## src/rtl/biquad_tap_sequencer.sv

```systemverilog
// biquad_tap_sequencer
//   Read-side controller and multiply-accumulate for one biquad section.
//   Each accepted sample is pushed into the x delay line. The five taps are
//   then read back in order and y[n] is accumulated:
//     y[n] = b0*x[n] + b1*x[n-1] + b2*x[n-2] - a1*y[n-1] - a2*y[n-2]
//   The result is rounded, saturated, written into the y delay line and held
//   on a valid/ready output.
//
// Ports
//   clk, reset            clock, asynchronous active-low reset
//   in_valid/in_ready     sample handshake, in_data = x[n]
//   coef_b0..coef_a2      signed coefficients, captured on accept
//   mem_x_enable, mem_x   x delay-line shift strobe / data
//   mem_y_enable, mem_y   y delay-line shift strobe / data
//   mem_dir               tap select 0..4 (x[n],x[n-1],x[n-2],y[n-1],y[n-2])
//   mem_out               tap data, returned one cycle after mem_dir
//   out_valid/out_ready   result handshake, out_data = y[n]
//   busy                  high whenever the sequencer is not idle
//   out_sat               (only with BIQUAD_TAP_SEQUENCER_SAT_FLAG_EN)
//                         set when y[n] was clipped
module biquad_tap_sequencer #(
  parameter int COEF_W    = 18,
  parameter int FRAC_BITS = 14,
  parameter int ACC_W     = COEF_W + 35
) (
  input  logic                     clk,
  input  logic                     reset,
  input  logic                     in_valid,
  output logic                     in_ready,
  input  logic signed [31:0]       in_data,
  input  logic signed [COEF_W-1:0] coef_b0,
  input  logic signed [COEF_W-1:0] coef_b1,
  input  logic signed [COEF_W-1:0] coef_b2,
  input  logic signed [COEF_W-1:0] coef_a1,
  input  logic signed [COEF_W-1:0] coef_a2,
  output logic                     mem_x_enable,
  output logic [31:0]              mem_x,
  output logic                     mem_y_enable,
  output logic [31:0]              mem_y,
  output logic [2:0]               mem_dir,
  input  logic signed [31:0]       mem_out,
  output logic                     out_valid,
  input  logic                     out_ready,
  output logic signed [31:0]       out_data,
  output logic                     busy
`ifdef BIQUAD_TAP_SEQUENCER_SAT_FLAG_EN
  ,
  output logic                     out_sat
`endif
);

  localparam logic [2:0] S_IDLE  = 3'd0;
  localparam logic [2:0] S_ISSUE = 3'd1;
  localparam logic [2:0] S_DRAIN = 3'd2;
  localparam logic [2:0] S_WRITE = 3'd3;
  localparam logic [2:0] S_HOLD  = 3'd4;

  localparam int PROD_W = 32 + COEF_W;

  localparam logic signed [ACC_W-1:0] RND    = ACC_W'(1) << (FRAC_BITS - 1);
  localparam logic signed [ACC_W-1:0] SAT_HI = ACC_W'(32'h7FFF_FFFF);
  // bitwise complement of 2^31-1 is -2^31
  localparam logic signed [ACC_W-1:0] SAT_LO = ~SAT_HI;

  logic [2:0]               r_state;
  logic [2:0]               r_tap;
  logic signed [ACC_W-1:0]  r_acc;
  logic signed [COEF_W-1:0] r_b0, r_b1, r_b2, r_a1, r_a2;
  logic signed [31:0]       r_out_data;

  logic                     w_accept;
  logic                     w_mac_en;
  logic [2:0]               w_mac_sel;
  logic signed [COEF_W-1:0] w_coef;
  logic                     w_sub;
  logic signed [PROD_W-1:0] w_prod;
  logic signed [ACC_W-1:0]  w_prod_ext;
  logic signed [ACC_W-1:0]  w_round;
  logic signed [ACC_W-1:0]  w_shift;
  logic signed [31:0]       w_y;

  // Gating with reset keeps every strobe low while reset is asserted.
  assign w_accept     = (r_state == S_IDLE) && in_valid && reset;
  assign in_ready     = (r_state == S_IDLE);
  assign busy         = (r_state != S_IDLE);
  assign mem_x_enable = w_accept;
  assign mem_x        = reset ? in_data : 32'd0;
  assign out_valid    = (r_state == S_HOLD);
  assign out_data     = r_out_data;

  always_comb begin
    mem_dir = 3'd0;
    if (r_state == S_ISSUE)      mem_dir = r_tap;
    else if (r_state == S_DRAIN) mem_dir = 3'd4;
  end

  // Tap data lags mem_dir by one cycle, so the MAC works on the previous tap.
  assign w_mac_en  = ((r_state == S_ISSUE) && (r_tap != 3'd0)) || (r_state == S_DRAIN);
  assign w_mac_sel = (r_state == S_DRAIN) ? 3'd4 : 3'(r_tap - 3'd1);

  always_comb begin
    w_coef = r_b0;
    w_sub  = 1'b0;
    case (w_mac_sel)
      3'd0:    w_coef = r_b0;
      3'd1:    w_coef = r_b1;
      3'd2:    w_coef = r_b2;
      3'd3:    begin w_coef = r_a1; w_sub = 1'b1; end
      default: begin w_coef = r_a2; w_sub = 1'b1; end
    endcase
  end

  assign w_prod     = mem_out * w_coef;
  assign w_prod_ext = {{(ACC_W - PROD_W){w_prod[PROD_W-1]}}, w_prod};

  // Round half toward +inf, then clip to the 32-bit sample range.
  assign w_round = r_acc + RND;
  assign w_shift = w_round >>> FRAC_BITS;

  always_comb begin
    w_y = w_shift[31:0];
    if (w_shift > SAT_HI)      w_y = 32'sh7FFF_FFFF;
    else if (w_shift < SAT_LO) w_y = 32'sh8000_0000;
  end

  assign mem_y_enable = (r_state == S_WRITE);
  assign mem_y        = (r_state == S_WRITE) ? w_y : 32'd0;

  always_ff @(posedge clk or negedge reset) begin
    if (!reset) begin
      r_state    <= S_IDLE;
      r_tap      <= 3'd0;
      r_acc      <= '0;
      r_b0       <= '0;
      r_b1       <= '0;
      r_b2       <= '0;
      r_a1       <= '0;
      r_a2       <= '0;
      r_out_data <= '0;
    end else begin
      if (w_mac_en)
        r_acc <= w_sub ? (r_acc - w_prod_ext) : (r_acc + w_prod_ext);
      case (r_state)
        S_IDLE: begin
          if (w_accept) begin
            r_b0    <= coef_b0;
            r_b1    <= coef_b1;
            r_b2    <= coef_b2;
            r_a1    <= coef_a1;
            r_a2    <= coef_a2;
            r_acc   <= '0;
            r_tap   <= 3'd0;
            r_state <= S_ISSUE;
          end
        end
        S_ISSUE: begin
          if (r_tap == 3'd4) r_state <= S_DRAIN;
          else               r_tap   <= r_tap + 3'd1;
        end
        S_DRAIN: r_state <= S_WRITE;
        S_WRITE: begin
          r_out_data <= w_y;
          r_state    <= S_HOLD;
        end
        S_HOLD:  if (out_ready) r_state <= S_IDLE;
        default: r_state <= S_IDLE;
      endcase
    end
  end

`ifdef BIQUAD_TAP_SEQUENCER_SAT_FLAG_EN
  logic r_out_sat;
  logic w_sat;

  assign w_sat   = (w_shift > SAT_HI) || (w_shift < SAT_LO);
  assign out_sat = r_out_sat;

  always_ff @(posedge clk or negedge reset) begin
    if (!reset)                 r_out_sat <= 1'b0;
    else if (r_state == S_WRITE) r_out_sat <= w_sat;
  end
`endif

endmodule

```

## config.mk

```make
export PLATFORM = sky130hd
export DESIGN_NAME = biquad_tap_sequencer
export DESIGN_NICKNAME = d
export VERILOG_FILES = /design/src/rtl/biquad_tap_sequencer.sv
export SDC_FILE = /design/constraint.sdc
export NUM_CORES = 2
export LEC_CHECK = 0
export CORE_MARGIN = 8
export CORE_UTILIZATION = 56
export CTS_BUF_LIST = sky130_fd_sc_hd__clkbuf_8 sky130_fd_sc_hd__clkbuf_16
export DETAILED_ROUTE_END_ITERATION = 8
export GPL_ROUTABILITY_DRIVEN = 0
export PLACE_DENSITY = 0.8
export SETUP_SLACK_MARGIN = 0.1
export SLEW_MARGIN = 30
export SYNTH_ARGS = -nofsm -noshare
export SYNTH_HDL_FRONTEND = slang
export SYNTH_SLANG_ARGS = --single-unit
```

## constraint.sdc

```tcl
create_clock -name clk -period 10.87 [get_ports clk]
set_input_delay 1.087 -clock clk [delete_from_list [all_inputs] [get_ports clk]]
set_output_delay 1.087 -clock clk [all_outputs]
set_load 0.05 [all_outputs]
```

==> impl_summary.md <==
Run status
The flow ran to the end, and the final reports show no timing, DRC or antenna violations.

Worst setup path
The cell family contributing the most delay on the critical path is adder cells. Data arrives at the worst endpoint at 10.90 ns. The required time at the endpoint of the critical path is 11.26 ns. The count of buffering cells on the critical path with inverters included is 8. The largest fanout of any net on the critical path is 6.

The worst setup path is captured at a register. The depth of the critical timing path with buffers and inverters included is 38. Measured in cells, the most critical reg-to-reg path has a length of 38. The worst setup path is of the reg2reg kind.

By instance count, the cell type seen most on the critical path is fa_1. The type of element launching the critical path is a register. The maximum single-stage delay on the critical path is 0.59 ns. The cell with the largest stage delay on the worst path is fa_1.

STA
The count of pins over their slew limit is 0. Subtracting the final worst setup slack from the clock period gives 10.51 ns. The fraction of the cycle the final worst path needs is 96.7%. In this run the tightest slew margin relative to its limit is 34.4%. The slew at the pin closest to its max-slew limit is 0.983 ns.

The final hold violation count is 0. The maximum operating frequency is 95.1 MHz. Setup violations remaining at the end of the flow were counted as 0. The final setup skew is 0.0160 ns. The final-layout setup total negative slack is 0 ns.

Floorplanning
The floorplan die width is 261 um. For this design the top-level I/O count stands at 262. The initial utilization of the core area, before any placement, comes to 56.8%. The initialized floorplan defines 89 standard-cell rows. The die covers 68100 um2.

The area of the core region is 59100 um2. The die height is 261 um.

GRT
For met1 alone, demand over resource in global routing was 36.5%. The initial antenna violation count is 1. The met3 global-route usage is 5.69%. The all-layer global routing usage is 26.6%.

The wire length of the first global-routing pass is 149 mm. The pin count of the biggest net entering global routing is 93. The busiest layer in global routing is met2. For met2 alone, demand over resource in global routing was 43.0%.

Summed over all layers, the global routing overflow is 0. The via count of the first global-routing pass came to 29300.

Routing
Using the TritonRoute via totals, the vias-per-cell ratio works out to 5.72. The length of the first detailed-routing pass in iterations is 6. The routed layout has 29200 vias.

The first routing iteration left 2514 violations. The number of nets still failing antenna checks after routing is 0. For this block, the routed nets add up to 96.8 mm of wire. The detail-routed net length per standard cell is 18.9 um. In the routed design, unresolved DRC markers number 0.

Logic synthesis
For this run, the register share of the synthesized area comes to 13.5%. The leading cell type by number of instances after synthesis is nand2_1. The number of nets in the synthesized netlist is 4909. The number of library cell types mapped by synthesis is 96. The average instance in the mapped netlist occupies 8.37 um2. During synthesis, Yosys emitted a total of 0 warnings. The share of flip-flops with an asynchronous set or reset is 100%. The top-area cell type share of the netlist area is 33.0%. Sorting the synthesized cells by area gives the leading types as fa_1 (33%), dfrtp_1 (13%), nand2_1 (9.5%). By count the netlist is led by nand2_1 (849), inv_1 (700), fa_1 (554), and2_1 (245), ha_1 (183). The synthesized area is 33600 um2. The most instantiated flip-flop cell in the synthesis netlist is dfrtp_1. The flop and latch count out of synthesis is 181. The synthesized design contains 0 enable-type register cells. The gate count after technology mapping is 4014. The cell taking the most area after synthesis is fa_1.

Placement
The number of port buffers is 261. The half-perimeter wire length of the detailed placement result is 71.2 mm. The area after detailed placement is 37500 um2.

CTS
TritonCTS created 17 clock buffers. TritonCTS built the clock tree. The longest clock path from root to sink contains 2 buffers. The H-tree generated during clock tree synthesis spans 4 levels.

The number of buffers added to fix hold violations after cts is 0. The tree is rooted in a clkbuf_16. The clock transition at the registers of the reported paths is 0.08 ns. The number of clock sinks seen by CTS is 181. The clock latency on the worst-skew pair is 0.47 ns.

Layout
For this run, the post-layout net count is 5219. The diode insertion count for antenna repair is 0. The share of layout cells above drive strength 1 is 10.8%. The area growth from synthesis to layout is 19.0%. The finished cells cover 40000 um2.

Min path
The class of the tightest hold or removal check is reg2reg. The cell count of the worst hold path is 2.

Job
The number of max-cap violations is 0.
-- timing repair --
| action | in CTS | in global routing |
|---|---|---|
| endpoints found under the hold margin | 0 | 0 |
| pin swaps | 4 | 103 |
| resized for setup | 18 | 186 |
| cloned | 0 | 19 |
| buffers inserted | 6 | 65 |
| endpoints found under the setup margin | 8 | 20 |
-- sequential cells by signal (all words and copies together) (netlist names) --
name and flops:
r_b2 18, r_acc 53, r_tap 3, r_state 3
r_b1 18, r_a1 18, out_data 32, r_a2 18
r_b0 18
-- layout by cell type (no fill, tap or decap), types with 16 or more instances in the layout --
cell / netlist / layout
mux2_4: 1 / 24
clkbuf_16: 0 / 24
buf_6: 2 / 21
nor3_1: 42 / 36
xor2_1: 64 / 62
nor2_1: 143 / 139
dfrtp_1: 181 / 181
a21o_1: 62 / 61
buf_4: 0 / 173
o21a_1: 18 / 17
inv_1: 700 / 696
and3_1: 21 / 18
ha_1: 183 / 159
or2_2: 21 / 21
nand3_1: 78 / 75
nand4_1: 26 / 26
fa_1: 554 / 540
o21ai_0: 78 / 69
ha_4: 0 / 16
nand2b_1: 17 / 16
mux4_2: 18 / 18
a21oi_1: 154 / 136
nand2_1: 849 / 845
xnor2_1: 95 / 91
clkdlybuf4s50_1: 0 / 260
and2_1: 245 / 241
a31oi_1: 23 / 21
-- layer usage --
layer  vias to the layer above  part of all wire (%)
met5                         -                 0.014
met4                         2                   4.0
met3                       279                   9.3
met2                      1355                    47
met1                     14500                    40
li1                      13100                     -
-- cells by family after synthesis --
| group | Yosys count | synth area share (%) |
|---|---|---|
| xor+xnor | 160 | 4.21 |
| fa+ha+maj | 737 | 39.8 |
| flops | 181 | 13.5 |
| mux | 48 | 2.18 |
| compound gates | 477 | 9.41 |
| simple gates | 1516 | 20.8 |
| buf+inv | 895 | 10.1 |
-- worst min-delay path, cell delays in order, from the launching register on --
cell and delay, ns:
dfrtp_1 0.34, nand2_1 0.05, nand2_1 0.06
-- path summary, 6_finish.rpt --
path | end | slack, ns | startpoint
worst max-delay path | r_acc[52] | 0.36 | r_tap[1]
worst max register to register | r_acc[52] | 0.36 | r_tap[1]
worst min register to register | r_b1[2] | 0.47 | r_b1[2]
max in group asynchronous | r_b0[15] | 9.03 | reset
worst min-delay path | r_b1[2] | 0.47 | r_b1[2]
min in group asynchronous | r_b1[17] | 0.64 | reset
-- per-stage QoR --
stage | utilization [%] | setup slack (ns) | hold WS (ns) | instances
final | 67.6 | 0.355 | 0.472 | 5110
after detailed placement | 63.5 | -0.208 | 0.457 | 4988
after CTS | 64.7 | 0.108 | 0.473 | 5026
after global routing | 67.6 | -0.111 | 0.488 | 5110
after global placement | 63.5 | 0.000774 | 0.454 | 4988
after floorplan | - | 0.142 | 0.440 | 4014
-- cell type report --
cell class | instances | area (um2)
fill | 4393 | 19200
clock inverter | 13 | 140
inverter | 700 | 2630
clock buffer | 19 | 453
timing repair buffer | 475 | 4580
sequential | 181 | 4530
multi-input combinational | 2949 | 26700
tap | 773 | 967
Power is not shown: default switching activity piles up to over one toggle a cycle in this logic, so the estimate is an artifact.
